[config.mk]
export PLATFORM = sky130hd
export DESIGN_NAME = nkmm_dbus_fifo_port
export DESIGN_NICKNAME = d
export VERILOG_FILES = /design/src/rtl/nkmm_dbus_fifo_port.sv
export SDC_FILE = /design/constraint.sdc
export NUM_CORES = 1
export LEC_CHECK = 0
export ABC_CLOCK_PERIOD_IN_PS = 4300
export BUFFER_PORTS_ARGS = -buffer_cell sky130_fd_sc_hd__buf_2
export CORE_ASPECT_RATIO = 1.75
export CORE_MARGIN = 4
export CORE_UTILIZATION = 61
export CTS_CLUSTER_SIZE = 40
export DETAILED_ROUTE_END_ITERATION = 12
export PLACE_DENSITY = 0.85
export SLEW_MARGIN = 20
export SYNTH_ARGS = -nofsm -noshare
export SYNTH_HDL_FRONTEND = slang
export SYNTH_SLANG_ARGS = --single-unit
[constraint.sdc]
create_clock -name clk -period 4.3 [get_ports clk]
set_input_delay 0.86 -clock clk [delete_from_list [all_inputs] [get_ports clk]]
set_output_delay 0.86 -clock clk [all_outputs]
set_load 0.01 [all_outputs]
[src/rtl/nkmm_dbus_fifo_port.sv]
// Memory-mapped TX/RX FIFO responder on the nkmm CPU data bus, with one-cycle registered read data.
// Optional RX path enabled by defining NKMM_DBUS_FIFO_RX_EN.
module nkmm_dbus_fifo_port #(
    parameter int                    DATA_WIDTH = 16,
    parameter int                    ADDR_WIDTH = 16,
    parameter logic [ADDR_WIDTH-1:0] BASE       = 16'hFF00,
    parameter int                    DEPTH_LOG2 = 3
) (
    input  logic                  clk,
    input  logic                  rst_n,
    input  logic [ADDR_WIDTH-1:0] addr_i,
    input  logic [DATA_WIDTH-1:0] data_i,
    input  logic                  we_i,
    output logic [DATA_WIDTH-1:0] data_o,
    output logic [DATA_WIDTH-1:0] tx_data_o,
    output logic                  tx_valid_o,
    input  logic                  tx_ready_i,
    input  logic [DATA_WIDTH-1:0] rx_data_i,
    input  logic                  rx_valid_i,
    output logic                  rx_ready_o
);
    localparam int                  DEPTH    = 1 << DEPTH_LOG2;
    localparam logic [DEPTH_LOG2:0] FULL_CNT = {1'b1, {DEPTH_LOG2{1'b0}}};
    localparam logic [DEPTH_LOG2:0] CNT_ONE  = (DEPTH_LOG2+1)'(1);
    localparam logic [DEPTH_LOG2-1:0] PTR_ONE = DEPTH_LOG2'(1);

    logic       sel;
    logic [1:0] idx;
    logic       stat_wr;

    assign sel     = (addr_i[ADDR_WIDTH-1:2] == BASE[ADDR_WIDTH-1:2]);
    assign idx     = addr_i[1:0];
    assign stat_wr = sel & we_i & (idx == 2'd2);

    // ---------------- TX FIFO ----------------
    logic [DATA_WIDTH-1:0] tx_mem_q [DEPTH];
    logic [DEPTH_LOG2-1:0] tx_wptr_q, tx_wptr_d, tx_rptr_q, tx_rptr_d;
    logic [DEPTH_LOG2:0]   tx_count_q, tx_count_d;
    logic                  tx_ovf_q, tx_ovf_d;
    logic                  tx_push_req, tx_push, tx_pop, tx_full;

    assign tx_full     = (tx_count_q == FULL_CNT);
    assign tx_valid_o  = (tx_count_q != '0);
    assign tx_data_o   = tx_mem_q[tx_rptr_q];
    assign tx_pop      = tx_valid_o & tx_ready_i;
    assign tx_push_req = sel & we_i & (idx == 2'd0);
    // A push into a full FIFO still lands if the stream frees a slot this cycle.
    assign tx_push     = tx_push_req & (~tx_full | tx_pop);

    always_comb begin
        tx_wptr_d  = tx_wptr_q;
        tx_rptr_d  = tx_rptr_q;
        tx_count_d = tx_count_q;
        if (tx_push) tx_wptr_d = tx_wptr_q + PTR_ONE;
        if (tx_pop)  tx_rptr_d = tx_rptr_q + PTR_ONE;
        case ({tx_push, tx_pop})
            2'b10:   tx_count_d = tx_count_q + CNT_ONE;
            2'b01:   tx_count_d = tx_count_q - CNT_ONE;
            default: tx_count_d = tx_count_q;
        endcase
        tx_ovf_d = (tx_ovf_q & ~(stat_wr & data_i[5])) | (tx_push_req & ~tx_push);
    end

    always_ff @(posedge clk) begin
        if (tx_push) tx_mem_q[tx_wptr_q] <= data_i;
    end

    always_ff @(posedge clk or negedge rst_n) begin
        if (!rst_n) begin
            tx_wptr_q  <= '0;
            tx_rptr_q  <= '0;
            tx_count_q <= '0;
            tx_ovf_q   <= 1'b0;
        end else begin
            tx_wptr_q  <= tx_wptr_d;
            tx_rptr_q  <= tx_rptr_d;
            tx_count_q <= tx_count_d;
            tx_ovf_q   <= tx_ovf_d;
        end
    end

    // ---------------- RX FIFO ----------------
    logic [DATA_WIDTH-1:0] rx_head;
    logic [DEPTH_LOG2:0]   rx_cnt;
    logic                  rx_ovf;

`ifdef NKMM_DBUS_FIFO_RX_EN
    logic [DATA_WIDTH-1:0] rx_mem_q [DEPTH];
    logic [DEPTH_LOG2-1:0] rx_wptr_q, rx_wptr_d, rx_rptr_q, rx_rptr_d;
    logic [DEPTH_LOG2:0]   rx_count_q, rx_count_d;
    logic                  rx_ovf_q, rx_ovf_d;
    logic                  rx_push, rx_pop;

    assign rx_ready_o = (rx_count_q != FULL_CNT);
    assign rx_push    = rx_valid_i & rx_ready_o;
    assign rx_pop     = sel & we_i & (idx == 2'd1) & (rx_count_q != '0);
    assign rx_head    = rx_mem_q[rx_rptr_q];
    assign rx_cnt     = rx_count_q;
    assign rx_ovf     = rx_ovf_q;

    always_comb begin
        rx_wptr_d  = rx_wptr_q;
        rx_rptr_d  = rx_rptr_q;
        rx_count_d = rx_count_q;
        if (rx_push) rx_wptr_d = rx_wptr_q + PTR_ONE;
        if (rx_pop)  rx_rptr_d = rx_rptr_q + PTR_ONE;
        case ({rx_push, rx_pop})
            2'b10:   rx_count_d = rx_count_q + CNT_ONE;
            2'b01:   rx_count_d = rx_count_q - CNT_ONE;
            default: rx_count_d = rx_count_q;
        endcase
        rx_ovf_d = (rx_ovf_q & ~(stat_wr & data_i[4])) | (rx_valid_i & ~rx_ready_o);
    end

    always_ff @(posedge clk) begin
        if (rx_push) rx_mem_q[rx_wptr_q] <= rx_data_i;
    end

    always_ff @(posedge clk or negedge rst_n) begin
        if (!rst_n) begin
            rx_wptr_q  <= '0;
            rx_rptr_q  <= '0;
            rx_count_q <= '0;
            rx_ovf_q   <= 1'b0;
        end else begin
            rx_wptr_q  <= rx_wptr_d;
            rx_rptr_q  <= rx_rptr_d;
            rx_count_q <= rx_count_d;
            rx_ovf_q   <= rx_ovf_d;
        end
    end
`else
    logic rx_unused;
    assign rx_unused  = ^{rx_data_i, rx_valid_i};
    assign rx_ready_o = 1'b0;
    assign rx_head    = '0;
    assign rx_cnt     = '0;
    assign rx_ovf     = 1'b0;
`endif

    // ---------------- read port ----------------
    logic [DATA_WIDTH-1:0] data_d, data_q;
    logic [5:0]            status;

    assign status = {tx_ovf_q, rx_ovf, tx_full, ~tx_valid_o,
                     (rx_cnt == FULL_CNT), (rx_cnt == '0)};

    always_comb begin
        data_d = '0;
        if (sel) begin
            case (idx)
                2'd1:    data_d = (rx_cnt == '0) ? '0 : rx_head;
                2'd2:    data_d = DATA_WIDTH'(status);
                2'd3:    data_d = DATA_WIDTH'({rx_cnt, tx_count_q});
                default: data_d = '0;
            endcase
        end
    end

    always_ff @(posedge clk or negedge rst_n) begin
        if (!rst_n) data_q <= '0;
        else        data_q <= data_d;
    end

    assign data_o = data_q;
endmodule

Word-level counts from Yosys, hierarchy flattened --
Memory sizes are Yosys's and may differ from the RTL's. Cells that the tools add are included.
Storage, ports and cells: register bits 27, RAM bits 128, input port bits 53, output and inout bits 34, logic and storage cells 38, memories kept 1
Cells by class: add/subtract/negate cells 4, equal/unequal tests 6, mux-type cells 5, bitwise operators 14, reduce and logical (&&, ||, !) cells 3
Memory list:
- tx_mem_q | depth 8, width 16, read ports 1, clocked after memory_dff 0, wr ports 1, RTL line 36 | logic [DATA_WIDTH-1:0] tx_mem_q [DEPTH];
Operators by type and width (count):
- equality test 14 bit, second input constant | 1
- one-hot mux 6 bit (2 select lines) | 1
- AND 1 bit | 8
- one-hot mux 4 bit (2 select lines) | 1
- adder 3 x 1 -> 3 bit, second input constant | 2
- equality test 2 bit, second input constant | 3
- two-way mux 6 bit | 1
- adder 4 x 1 -> 4 bit, second input constant | 1
- equality test 4 bit, second input constant | 1
- NOT 1 bit | 4
- nonzero test 4 bit | 1
- subtractor 4 x 1 -> 4 bit, second input constant | 1
- equality test 2 x 1 -> 1 bit, second input constant | 1
- logical NOT 2 bit | 1
- two-way mux 1 bit | 2
- bitwise OR 1 bit | 2
- nonzero test 2 bit | 1

Logic depth before layout (Yosys ltp) --
depth in word-level cells 7, depth in mapped cells 11, depth with buffers taken out 11

Least setup slack after synthesis --
Ideal clock, no wire load.
kind input to register, from input port addr_i[5], to memory tx_mem_q[0][0] (enable), library setup time 409 ps, arrival time 3138 ps, data required time 3891 ps, slack 753 ps, stages 5, path buffers 0, path through or4b_4 > nor3_4 > nand4_4 > nand2b_1 > nor3_1
On the way: word-level cells in the longest chain between the ends 6
Ends and longest elaborated chain:
- start: declaration | RTL line 11 | input logic [ADDR_WIDTH-1:0] addr_i,
- equality test 14 bit | RTL line 31 | assign sel = (addr_i[ADDR_WIDTH-1:2] == BASE[ADDR_WIDTH-1:2]);
- AND 1 bit (2 in series) | RTL line 46 | assign tx_push_req = sel & we_i & (idx == 2'd0);
- AND 1 bit | RTL line 48 | assign tx_push = tx_push_req & (~tx_full | tx_pop);
- two-way mux 1 bit | RTL line 65 | if (tx_push) tx_mem_q[tx_wptr_q] <= data_i;
- two-way mux 1 bit (not written as such) | RTL line 65
- end: declaration | RTL line 36
Every way passes these cells.

Worst setup path in the final report --
from register tx_rptr_q[0], to output port tx_data_o[4]
On the way: word-level cells in the longest chain between the ends 1
Ends and longest elaborated chain:
- start: declaration | RTL line 37 | logic [DEPTH_LOG2-1:0] tx_wptr_q, tx_wptr_d, tx_rptr_q, tx_rptr_d;
- start signal: assignment | RTL line 76 | tx_rptr_q <= tx_rptr_d;
- memory read (8 x 16 bit)
- end: declaration | RTL line 15 | output logic [DATA_WIDTH-1:0] tx_data_o,
Every way passes these cells.

==> qor.txt <==
Synth Area in Simple Gates: 4.64%
RSZ-0062 raised after global routing: false
# fillers: 546
PD cells: 572 mW/mm^2
Nets: 428
Gr usage total: 21.1%
Cts repair resizes: 0
Final worst path period need: 3.21 ns
Worst EP arrival: 2.35 ns
Die X: 81.9 microns
FP Rows: 46
Slowest stage cell on the critical path: dfrtp_2
#FFs+latches synth: 144
Slew Viols, Final: 0
Share of the synthesized area in the top cell type: 66.0%
Diodes inserted: 0
Cell count after synthesis: 287
Placed cell area: 0.00631 sq mm
Initial antenna violation count: 0
Mux cell area share after synthesis: 16.8%
Via/cell ratio: 5.86
Adder and majority cell fraction of the synthesized area: 1.20%
H-tree levels: 4
Routed WL per cell: 20.8 microns
Multi-input gate area: 0.00148 sq mm
Cell Chain, Critical Path: buf_4 > mux4_2 > mux2_2 > buf_2
Largest net degree at the start of global routing: 25
CP max stage delay: 0.57 ns
Final setup fails: 0
Design Area, Final: 0.00683 sq mm
Number of flops mapped to enable cells by yosys: 128
Max Clk Rate: 0.312 GHz
Worst Setup EP: tx_data_o[4]
Crit path max fanout: 15
Avg Inst Size Synth: 20.3 sq um
Max Cap Violations: 0
Starting DRT DRC Count: 231
Worst-Skew Late Latency: 0.41 ns
Area leader, netlist: edfxtp_1
Final HPWL DP: 6.70 mm
Final wirelength: 10.5 mm
Clk sinks: 144
Clock Skew: 0.00901 ns
Root buf cell: clkbuf_16
Initial Util: 63.2%
Synth Area in Compound Gates: 0.924%
Actual slew at the worst max-slew pin: 0.990 ns
Vias in the first global route: 3,086
Final period util: 74.7%
Share of layout cells above drive strength 1: 42.8%
Leakage: 2.43 nW
Worst hold path class: input pin to async pin
Sequential element share of the synthesized area: 72.9%
R2R Setup Slk: 1.81 ns
TNS Setup: 0 ns
Post-synth ARST share: 11.1%
DRC: 0
Reg2Reg Depth: 10
VDD IR max: 0.000459 V
XOR/XNOR Fraction of Synth Area: 0.903%
Routed via count: 2,948
Critical R2R Capture: tx_count_q[3]
Ys Warns: 0
Total grt overflow: 0
Top_reg_cell synth: edfxtp_1
Worst Path Required: 3.44 ns
Hold Buf Count CTS: 0
Clk buf depth: 2
Crit start category: flop
Status: completed
RePlAce Congestion: 0.794
Final Hold Vio Count: 0
Slew margin rel.: 34.0%
CTS tree: yes
Synth Cell Area: 0.00582 sq mm
Port buffer count: 57
CTS buffer count: 17
Commonest non-fill, non-tap cell in the layout: edfxtp_1
Final ANT Viol Nets: 0
Detailed Routing Iterations Pass 1: 7
Area contributors post-synth: edfxtp_1, mux4_2, dfrtp_1
Worst Setup Path Type: flop to primary output
Netlist cell types: 37
First-pass GRT wire length: 16.5 mm
RR Startpoint: tx_count_q[2]
Reg clk slew, reported paths: 0.06 ns
Core area: 0.00921 sq mm
Main combinational cell family by area after synthesis: multiplexers
Synthesis-to-layout area growth: 17.4%
CP Capture Type: primary output
Setup bufs post-CTS: 0
Die Y: 137 microns
I/O pin count: 87
Sequential cell area: 0.00425 sq mm
Total die area: 0.0112 sq mm
Most frequent cells in the layout: edfxtp_1, buf_2, mux4_2, mux2_2, buf_4
Worst setup path start: tx_rptr_q[0]
cell type report:
type,instances,share of cell area (%)
flip-flops and latches,144,62.1
multi-input cells,128,21.6
clock buffers,19,6.33
repair buffers,75,6.15
well taps,120,2.20
clock inverters,13,1.35
inverters,4,0.220
synthesized netlist by cell type (2+ instances only):
master / number
nor2_1: 11
o21ai_0: 3
clkbuf_1: 7
ha_1: 4
nor3b_1: 2
nand3_1: 5
inv_1: 4
nor3_1: 3
a21oi_1: 3
mux4_2: 32
xnor2_1: 6
buf_2: 3
edfxtp_1: 128
mux2_2: 18
dfrtp_1: 16
nand2_1: 4
buf_4: 12
mux2i_1: 2
nand3b_1: 2
nand4b_1: 2
nand2b_1: 4
worst min path at each step:
| stage | from | endpoint | slack, ns |
|---|---|---|---|
| 2_1_floorplan | tx_ovf_q | tx_ovf_q | 0.46 |
| 3_3_place_gp | tx_wptr_q[0] | tx_wptr_q[0] | 0.50 |
| 3_5_place_dp | tx_ovf_q | tx_ovf_q | 0.50 |
| 4_1_cts | rst_n | tx_count_q[0] | 0.35 |
| 5_1_grt | rst_n | tx_count_q[1] | 0.36 |
| 6_report | rst_n | tx_count_q[1] | 0.35 |
logic make-up (layout without fill, tap and decap cells):
group | after synthesis | count (layout)
adder cells (fa/ha/maj) | 5 | 5
other | 1 | 12
multiplexers | 54 | 54
AO/OA/AOI/OAI | 9 | 9
AND/OR/NAND/NOR | 42 | 42
XOR/XNOR | 6 | 6
buffers and inverters | 26 | 111
flip-flops | 144 | 144
power by group:
group | internal, mW | leakage, nW | switching, mW
sequential | 1.56 | 1.36 | 0.118
combinational | 0.557 | 0.836 | 0.410
clock | 0.733 | 0.235 | 0.536
total | 2.85 | 2.43 | 1.06
stage by stage:
step	utilization, %	hold slack (ns)	std cells	power [mW]	setup WS [ns]
2_1_floorplan	-	0.461	298	2.41	0.753
3_3_place_gp	68.5	0.496	471	2.65	1.02
3_5_place_dp	68.5	0.504	471	2.68	0.930
4_1_cts	74.2	0.346	503	3.95	1.04
5_1_grt	74.2	0.355	503	4.10	0.940
6_report	74.2	0.348	503	3.91	1.09
sequential cells by signal (all words and copies together) (netlist names):
name,cells
tx_count_q,4
tx_ovf_q,1
data_o,5
tx_rptr_q,3
tx_mem_q,128
tx_wptr_q,3
worst max-delay path, delay by kind of cell, from the launching register on:
family / cells / cell delay (ns)
DFF: 1 / 0.57
muxes: 2 / 0.85
buffers and inverters: 2 / 0.51
layer usage:
metal | track usage (%) | share of wire [%] | up-vias
li1 | - | - | 1309
met1 | 25.7 | 37 | 1509
met2 | 35.6 | 56 | 114
met3 | 5.50 | 5.4 | 16
met4 | 8.60 | 1.8 | 0
met5 | 0 | 0 | -
Power figures use the tool's default switching activity.
